File: config.mk
export PLATFORM = sky130hd
export DESIGN_NAME = apb_interconnect
export DESIGN_NICKNAME = d
export VERILOG_FILES = /design/src/rtl/apb_pkg.sv /design/src/rtl/apb_addr_decoder.sv /design/src/rtl/apb_interconnect.sv
export SDC_FILE = /design/constraint.sdc
export NUM_CORES = 1
export LEC_CHECK = 0
export BUFFER_PORTS_ARGS = -buffer_cell sky130_fd_sc_hd__buf_4
export CAP_MARGIN = 20
export CORE_ASPECT_RATIO = 0.7
export CORE_MARGIN = 3
export CORE_UTILIZATION = 45
export DETAILED_ROUTE_END_ITERATION = 10
export PLACE_DENSITY = 0.8
export SYNTH_ARGS = -nofsm -noshare
export SYNTH_HDL_FRONTEND = slang
export SYNTH_HIERARCHICAL = 1
export SYNTH_SLANG_ARGS = --single-unit
File: constraint.sdc
create_clock -name PCLK -period 10.2 [get_ports PCLK]
set_clock_uncertainty 0.2 [all_clocks]
set_input_delay 2.04 -clock PCLK [delete_from_list [all_inputs] [get_ports PCLK]]
set_output_delay 2.04 -clock PCLK [all_outputs]
set_load 0.02 [all_outputs]
File: src/rtl/apb_pkg.sv
// Shared definitions for the APB interconnect: FSM state encoding and
// error-counter sizing.
package apb_pkg;

   typedef enum logic [2:0] {
      ST_IDLE,
      ST_SETUP,
      ST_ACCESS,
      ST_RESP,
      ST_DERR,
      ST_TOUT
   } apb_state_t;

   localparam int ERR_CNT_W = 16;
   localparam logic [ERR_CNT_W-1:0] ERR_CNT_MAX = '1;

   // Index width for a completer count; never narrower than one bit.
   function automatic int idx_width(input int n);
      return (n > 1) ? $clog2(n) : 1;
   endfunction

endpackage

File: src/rtl/apb_addr_decoder.sv
// Region decoder: compares the address tag above REGION_LOG2 against each
// completer base; the lowest matching index wins on overlap.
module apb_addr_decoder
   import apb_pkg::*;
#(
   parameter int ADDR_WIDTH  = 32,
   parameter int NUM_SLAVES  = 4,
   parameter logic [NUM_SLAVES*ADDR_WIDTH-1:0] SLAVE_BASE =
      {32'h4000, 32'h3000, 32'h2000, 32'h1000},
   parameter int REGION_LOG2 = 12
) (
   input  logic [ADDR_WIDTH-1:0]                addr,
   output logic                                 hit,
   output logic [idx_width(NUM_SLAVES)-1:0]     index
);

   localparam int IDX_W = idx_width(NUM_SLAVES);
   localparam int TAG_W = ADDR_WIDTH - REGION_LOG2;

   always_comb begin
      hit   = 1'b0;
      index = '0;
      for (int unsigned i = 0; i < NUM_SLAVES; i++) begin
         if (!hit && addr[ADDR_WIDTH-1:REGION_LOG2] ==
                     SLAVE_BASE[i*ADDR_WIDTH + REGION_LOG2 +: TAG_W]) begin
            hit   = 1'b1;
            index = IDX_W'(i);
         end
      end
   end

endmodule

File: src/rtl/apb_interconnect.sv
// One-requester to NUM_SLAVES-completer APB bridge with decode-error and
// ACCESS-wait timeout responses plus a saturating error counter.
module apb_interconnect
   import apb_pkg::*;
#(
   parameter int ADDR_WIDTH     = 32,
   parameter int DATA_WIDTH     = 32,
   parameter int NUM_SLAVES     = 4,
   parameter logic [NUM_SLAVES*ADDR_WIDTH-1:0] SLAVE_BASE =
      {32'h4000, 32'h3000, 32'h2000, 32'h1000},
   parameter int REGION_LOG2    = 12,
   parameter int TIMEOUT_CYCLES = 16
) (
   input  logic                             PCLK,
   input  logic                             PRESET,
   input  logic                             s_psel,
   input  logic                             s_penable,
   input  logic                             s_pwrite,
   input  logic [ADDR_WIDTH-1:0]            s_paddr,
   input  logic [DATA_WIDTH-1:0]            s_pwdata,
   input  logic [DATA_WIDTH/8-1:0]          s_pstrb,
   output logic [DATA_WIDTH-1:0]            s_prdata,
   output logic                             s_pready,
   output logic                             s_pslverr,
   output logic [NUM_SLAVES-1:0]            m_psel,
   output logic                             m_penable,
   output logic                             m_pwrite,
   output logic [ADDR_WIDTH-1:0]            m_paddr,
   output logic [DATA_WIDTH-1:0]            m_pwdata,
   output logic [DATA_WIDTH/8-1:0]          m_pstrb,
   input  logic [NUM_SLAVES*DATA_WIDTH-1:0] m_prdata,
   input  logic [NUM_SLAVES-1:0]            m_pready,
   input  logic [NUM_SLAVES-1:0]            m_pslverr,
   output logic [ERR_CNT_W-1:0]             err_count,
   output logic                             decode_err,
   output logic                             timeout_err
);

   localparam int IDX_W = idx_width(NUM_SLAVES);
   localparam logic [31:0] TO_LAST =
      (TIMEOUT_CYCLES == 0) ? 32'd0 : 32'(TIMEOUT_CYCLES - 1);

   apb_state_t             state, state_nxt;
   logic                   dec_hit;
   logic [IDX_W-1:0]       dec_idx, idx_q;
   logic [31:0]            wait_cnt;
   logic [DATA_WIDTH-1:0]  rdata_q;
   logic                   rerr_q;
   logic                   req_start;

   assign req_start = (state == ST_IDLE) && s_psel && !s_penable;

   apb_addr_decoder #(
      .ADDR_WIDTH  (ADDR_WIDTH),
      .NUM_SLAVES  (NUM_SLAVES),
      .SLAVE_BASE  (SLAVE_BASE),
      .REGION_LOG2 (REGION_LOG2)
   ) u_dec (
      .addr  (s_paddr),
      .hit   (dec_hit),
      .index (dec_idx)
   );

   always_ff @(posedge PCLK or posedge PRESET) begin
      if (PRESET) state <= ST_IDLE;
      else        state <= state_nxt;
   end

   always_comb begin
      state_nxt = state;
      case (state)
         ST_IDLE:   if (req_start) state_nxt = dec_hit ? ST_SETUP : ST_DERR;
         ST_SETUP:  state_nxt = ST_ACCESS;
         ST_ACCESS: begin
            if (m_pready[idx_q])
               state_nxt = ST_RESP;
            else if (TIMEOUT_CYCLES != 0 && wait_cnt == TO_LAST)
               state_nxt = ST_TOUT;
         end
         ST_RESP, ST_DERR, ST_TOUT: state_nxt = ST_IDLE;
         default:   state_nxt = ST_IDLE;
      endcase
   end

   always_comb begin
      m_psel      = '0;
      m_penable   = 1'b0;
      s_pready    = 1'b0;
      s_pslverr   = 1'b0;
      s_prdata    = '0;
      decode_err  = 1'b0;
      timeout_err = 1'b0;
      case (state)
         ST_SETUP:  m_psel[idx_q] = 1'b1;
         ST_ACCESS: begin
            m_psel[idx_q] = 1'b1;
            m_penable     = 1'b1;
         end
         ST_RESP: begin
            s_pready  = 1'b1;
            s_pslverr = rerr_q;
            s_prdata  = rdata_q;
         end
         ST_DERR: begin
            s_pready   = 1'b1;
            s_pslverr  = 1'b1;
            decode_err = 1'b1;
         end
         ST_TOUT: begin
            s_pready    = 1'b1;
            s_pslverr   = 1'b1;
            timeout_err = 1'b1;
         end
         default: ;
      endcase
   end

   // Request fields are captured once in IDLE so the completer side sees
   // them stable from SETUP through ACCESS.
   always_ff @(posedge PCLK or posedge PRESET) begin
      if (PRESET) begin
         idx_q     <= '0;
         m_paddr   <= '0;
         m_pwdata  <= '0;
         m_pwrite  <= 1'b0;
         m_pstrb   <= '0;
         wait_cnt  <= '0;
         rdata_q   <= '0;
         rerr_q    <= 1'b0;
         err_count <= '0;
      end else begin
         if (req_start) begin
            idx_q    <= dec_idx;
            m_paddr  <= s_paddr;
            m_pwdata <= s_pwdata;
            m_pwrite <= s_pwrite;
            m_pstrb  <= s_pstrb;
         end
         if (state == ST_SETUP)
            wait_cnt <= '0;
         if (state == ST_ACCESS) begin
            if (m_pready[idx_q]) begin
               rdata_q <= m_prdata[idx_q*DATA_WIDTH +: DATA_WIDTH];
               rerr_q  <= m_pslverr[idx_q];
            end else begin
               wait_cnt <= wait_cnt + 32'd1;
            end
         end
         if ((state == ST_DERR || state == ST_TOUT || (state == ST_RESP && rerr_q))
             && err_count != ERR_CNT_MAX)
            err_count <= err_count + 1'b1;
      end
   end

endmodule

==> results_dict.tcl <==
set metrics [dict create \
    status "completed" \
    ctsHoldBuffers 0 \
    hold_violations 0 \
    power_switching_mw 0.917 \
    grt_pass1_wl_um 33600 \
    synth.largest_area_cell "dfrtp_1" \
    drv_slew 0 \
    grt.overflow.total 0 \
    leakage_nw 5.12 \
    synth.area.top_cells "dfrtp_1, mux2_2, mux4_2" \
    setup_viol 0 \
    wl_per_cell_um 18.7 \
    synthArstFlopShare_pct 100 \
    max_stage_delay_ns 0.57 \
    syn_inst 610 \
    via_per_inst 5.34 \
    final_common_cell "buf_4" \
    worst_slew_pin_slew_ns 0.944 \
    cts_made_buffers 17 \
    drt_iter0_drc 357 \
    fin_ws_ns 5.75 \
    ys_warn_count 6 \
    synthToLayoutAreaGrowth_pct 43.2 \
    power_frac_comb_pct 38.2 \
    start_util_pct 46.6 \
    syn_area_sq_mm 0.00770 \
    core_area_sq_mm 0.0165 \
    post_cts.repair.setup_buffers 0 \
    ant_nets 0 \
    pwr-share-clk_pct 25.0 \
    drive_gt1_share_pct 55.2 \
    grt.total_usage_pct 22.9 \
    drc 0 \
    final_cell_mix "buf_4, dfrtp_1, mux2_2" \
    grt_pass1_vias 6342 \
    fp.dieH_um 115 \
    ir_drop_v 0.000182 \
    cp-end-kind "output port" \
    diodes 0 \
    final_nets 1149 \
    io_pins 335 \
    row_count 39 \
    crit_family "simple AND/OR/NAND/NOR gates" \
    crit_arrival_ns 2.21 \
    crit_chain "or3b_1, inv_1, nor2_1, nor3_1, buf_4" \
    yosysUniqueCellTypes 50 \
    swShare_pct 34.4 \
    finalCriticalPeriod_ns 4.45 \
    io_buffer_count 334 \
    fin_crit_sh_pct 43.6 \
    crit_fanout 11 \
    p_per_area_mw_per_mm2 242 \
    crit_slowest_cell "or3b_1" \
    synth-seq-cells 155 \
    synthFlopType "dfrtp_1" \
    die_area_sq_mm 0.0187 \
    worstSetupStartpointType "flop" \
    fmax_mhz 225 \
    cts_resized 0 \
    cp_num_buf_inv 2 \
    tns_ns 0 \
    cp.required_ns 7.96 \
    cts_tree "done" \
    fin_util_pct 66.7 \
    cts.sinks 155 \
    place_ws_ns 6.02 \
    crit_type "reg2out" \
    num_vias 6275 \
    p_int_mw 1.75 \
    cts_buffer_depth 2 \
    h-tree-depth 4 \
    avgSynthCellArea_sq_um 12.6 \
    whs_ns 0.300 \
    ys_seq_area_share_pct 50.4 \
    clk_pin_slew_ns 0.06 \
    rsz0062_at_grt "false" \
    seqPwrFrac_pct 36.8 \
    first_pass_iters 4 \
    synth_nets 821 \
    hpwl_um 16600 \
    synth_top_area_share_pct 50.4 \
    maxSlewHeadroom_pct 37.1 \
    grt_max_degree 80 \
    design_power_total_mw 2.67 \
    synth_edf_count 0 \
    maxCapViolCount 0 \
    hp-class "reg2reg" \
    wl_um 22000 \
    die_w_um 162 \
    antenna_found_initial 0 \
    root_buffer "clkbuf_16" \
    clk_latency_ns 0.42 \
    gp_congestion 0.872 \
]
## final cells by class
class / instances / area, sq um
flip-flops and latches: 155 / 3880
clock buffers: 18 / 439
multi-input cells: 416 / 3670
repair buffers: 337 / 2530
clock inverters: 14 / 183
fillers: 1233 / 5510
inverters: 11 / 46.3
well taps: 225 / 282
## registers in the layout, indices dropped and copies added, names as in the netlist
name	count
state	3
wait_cnt	32
rerr_q	1
m_pstrb	4
idx_q	2
m_paddr	32
err_count	16
m_pwdata	32
m_pwrite	1
rdata_q	32
## power groups by stage
stage	Sequential, mW	Combinational [mW]	Clock, mW
after global routing	1.01	1.10	0.703
final	0.980	1.02	0.666
after CTS	0.981	1.04	0.677
after global placement	0.975	1.01	0
after detailed placement	0.987	1.03	0
after floorplan	1.14	0.418	0
## worst reg2reg max path: stages, from the launching register on
cell and delay, ns:
dfrtp_2 0.57, buf_4 0.53, mux4_2 0.74, nand2_2 0.64, mux2_2 0.43
## cells in the mapped netlist, types with 2 or more instances
cell type  number
o211ai_1        2
nand4_1        19
nor3_1         15
xor2_1         12
xnor2_1        14
a211oi_1        2
nor4_4          4
a41oi_1         2
nand3_1        30
and4_1          2
nand4b_1        2
dfrtp_1       155
o31ai_1         2
mux2i_1         4
nor2b_1         3
clkbuf_1       17
nand2_1        35
buf_2           7
a21oi_1         6
and3_1          6
mux2_2        105
nor2_1         34
mux4_2         34
or4_1           2
ha_1            2
o21ai_0        12
nor4_1          7
and2_1         35
nor4_2          4
inv_1          11
buf_1           3
nand2b_1        4
## path summary, 6_finish.rpt
| kind | to | cells after the start | slack, ns | start |
|---|---|---|---|---|
| min | rdata_q[4] | 1 | 0.30 | rdata_q[4] |
| min in group asynchronous | m_pwdata[5] | 2 | 1.53 | PRESET |
| max reg2reg | rdata_q[14] | 4 | 6.97 | idx_q[0] |
| max in group asynchronous | idx_q[0] | 3 | 6.77 | PRESET |
| min reg2reg | rdata_q[4] | 1 | 0.30 | rdata_q[4] |
| max | m_psel[0] | 5 | 5.75 | state[0] |
## routing by layer
layer  GRT usage, %  vias up  part of all wire [%]
met3           9.82       18                    11
met5              0        -                     0
met1           28.3     3122                    39
met4           6.19        0                  0.90
li1               -     2888                     -
met2           37.5      247                    49
## through the flow
step	std cells	cell area, sq um
4_1_cts	1176	11000
5_1_grt	1176	11000
3_5_place_dp	1144	10400
6_report	1176	11000
2_1_floorplan	610	7700
3_3_place_gp	1144	10400
## logic make-up after synthesis
family | after synthesis | synth area share, %
compound gates | 33 | 2.73
fa+ha+maj | 2 | 0.325
mux | 143 | 25.8
simple gates | 212 | 15.8
xor+xnor | 26 | 2.96
buf+inv | 39 | 2.06
flops | 155 | 50.4
(Power assumes the default switching activity.)
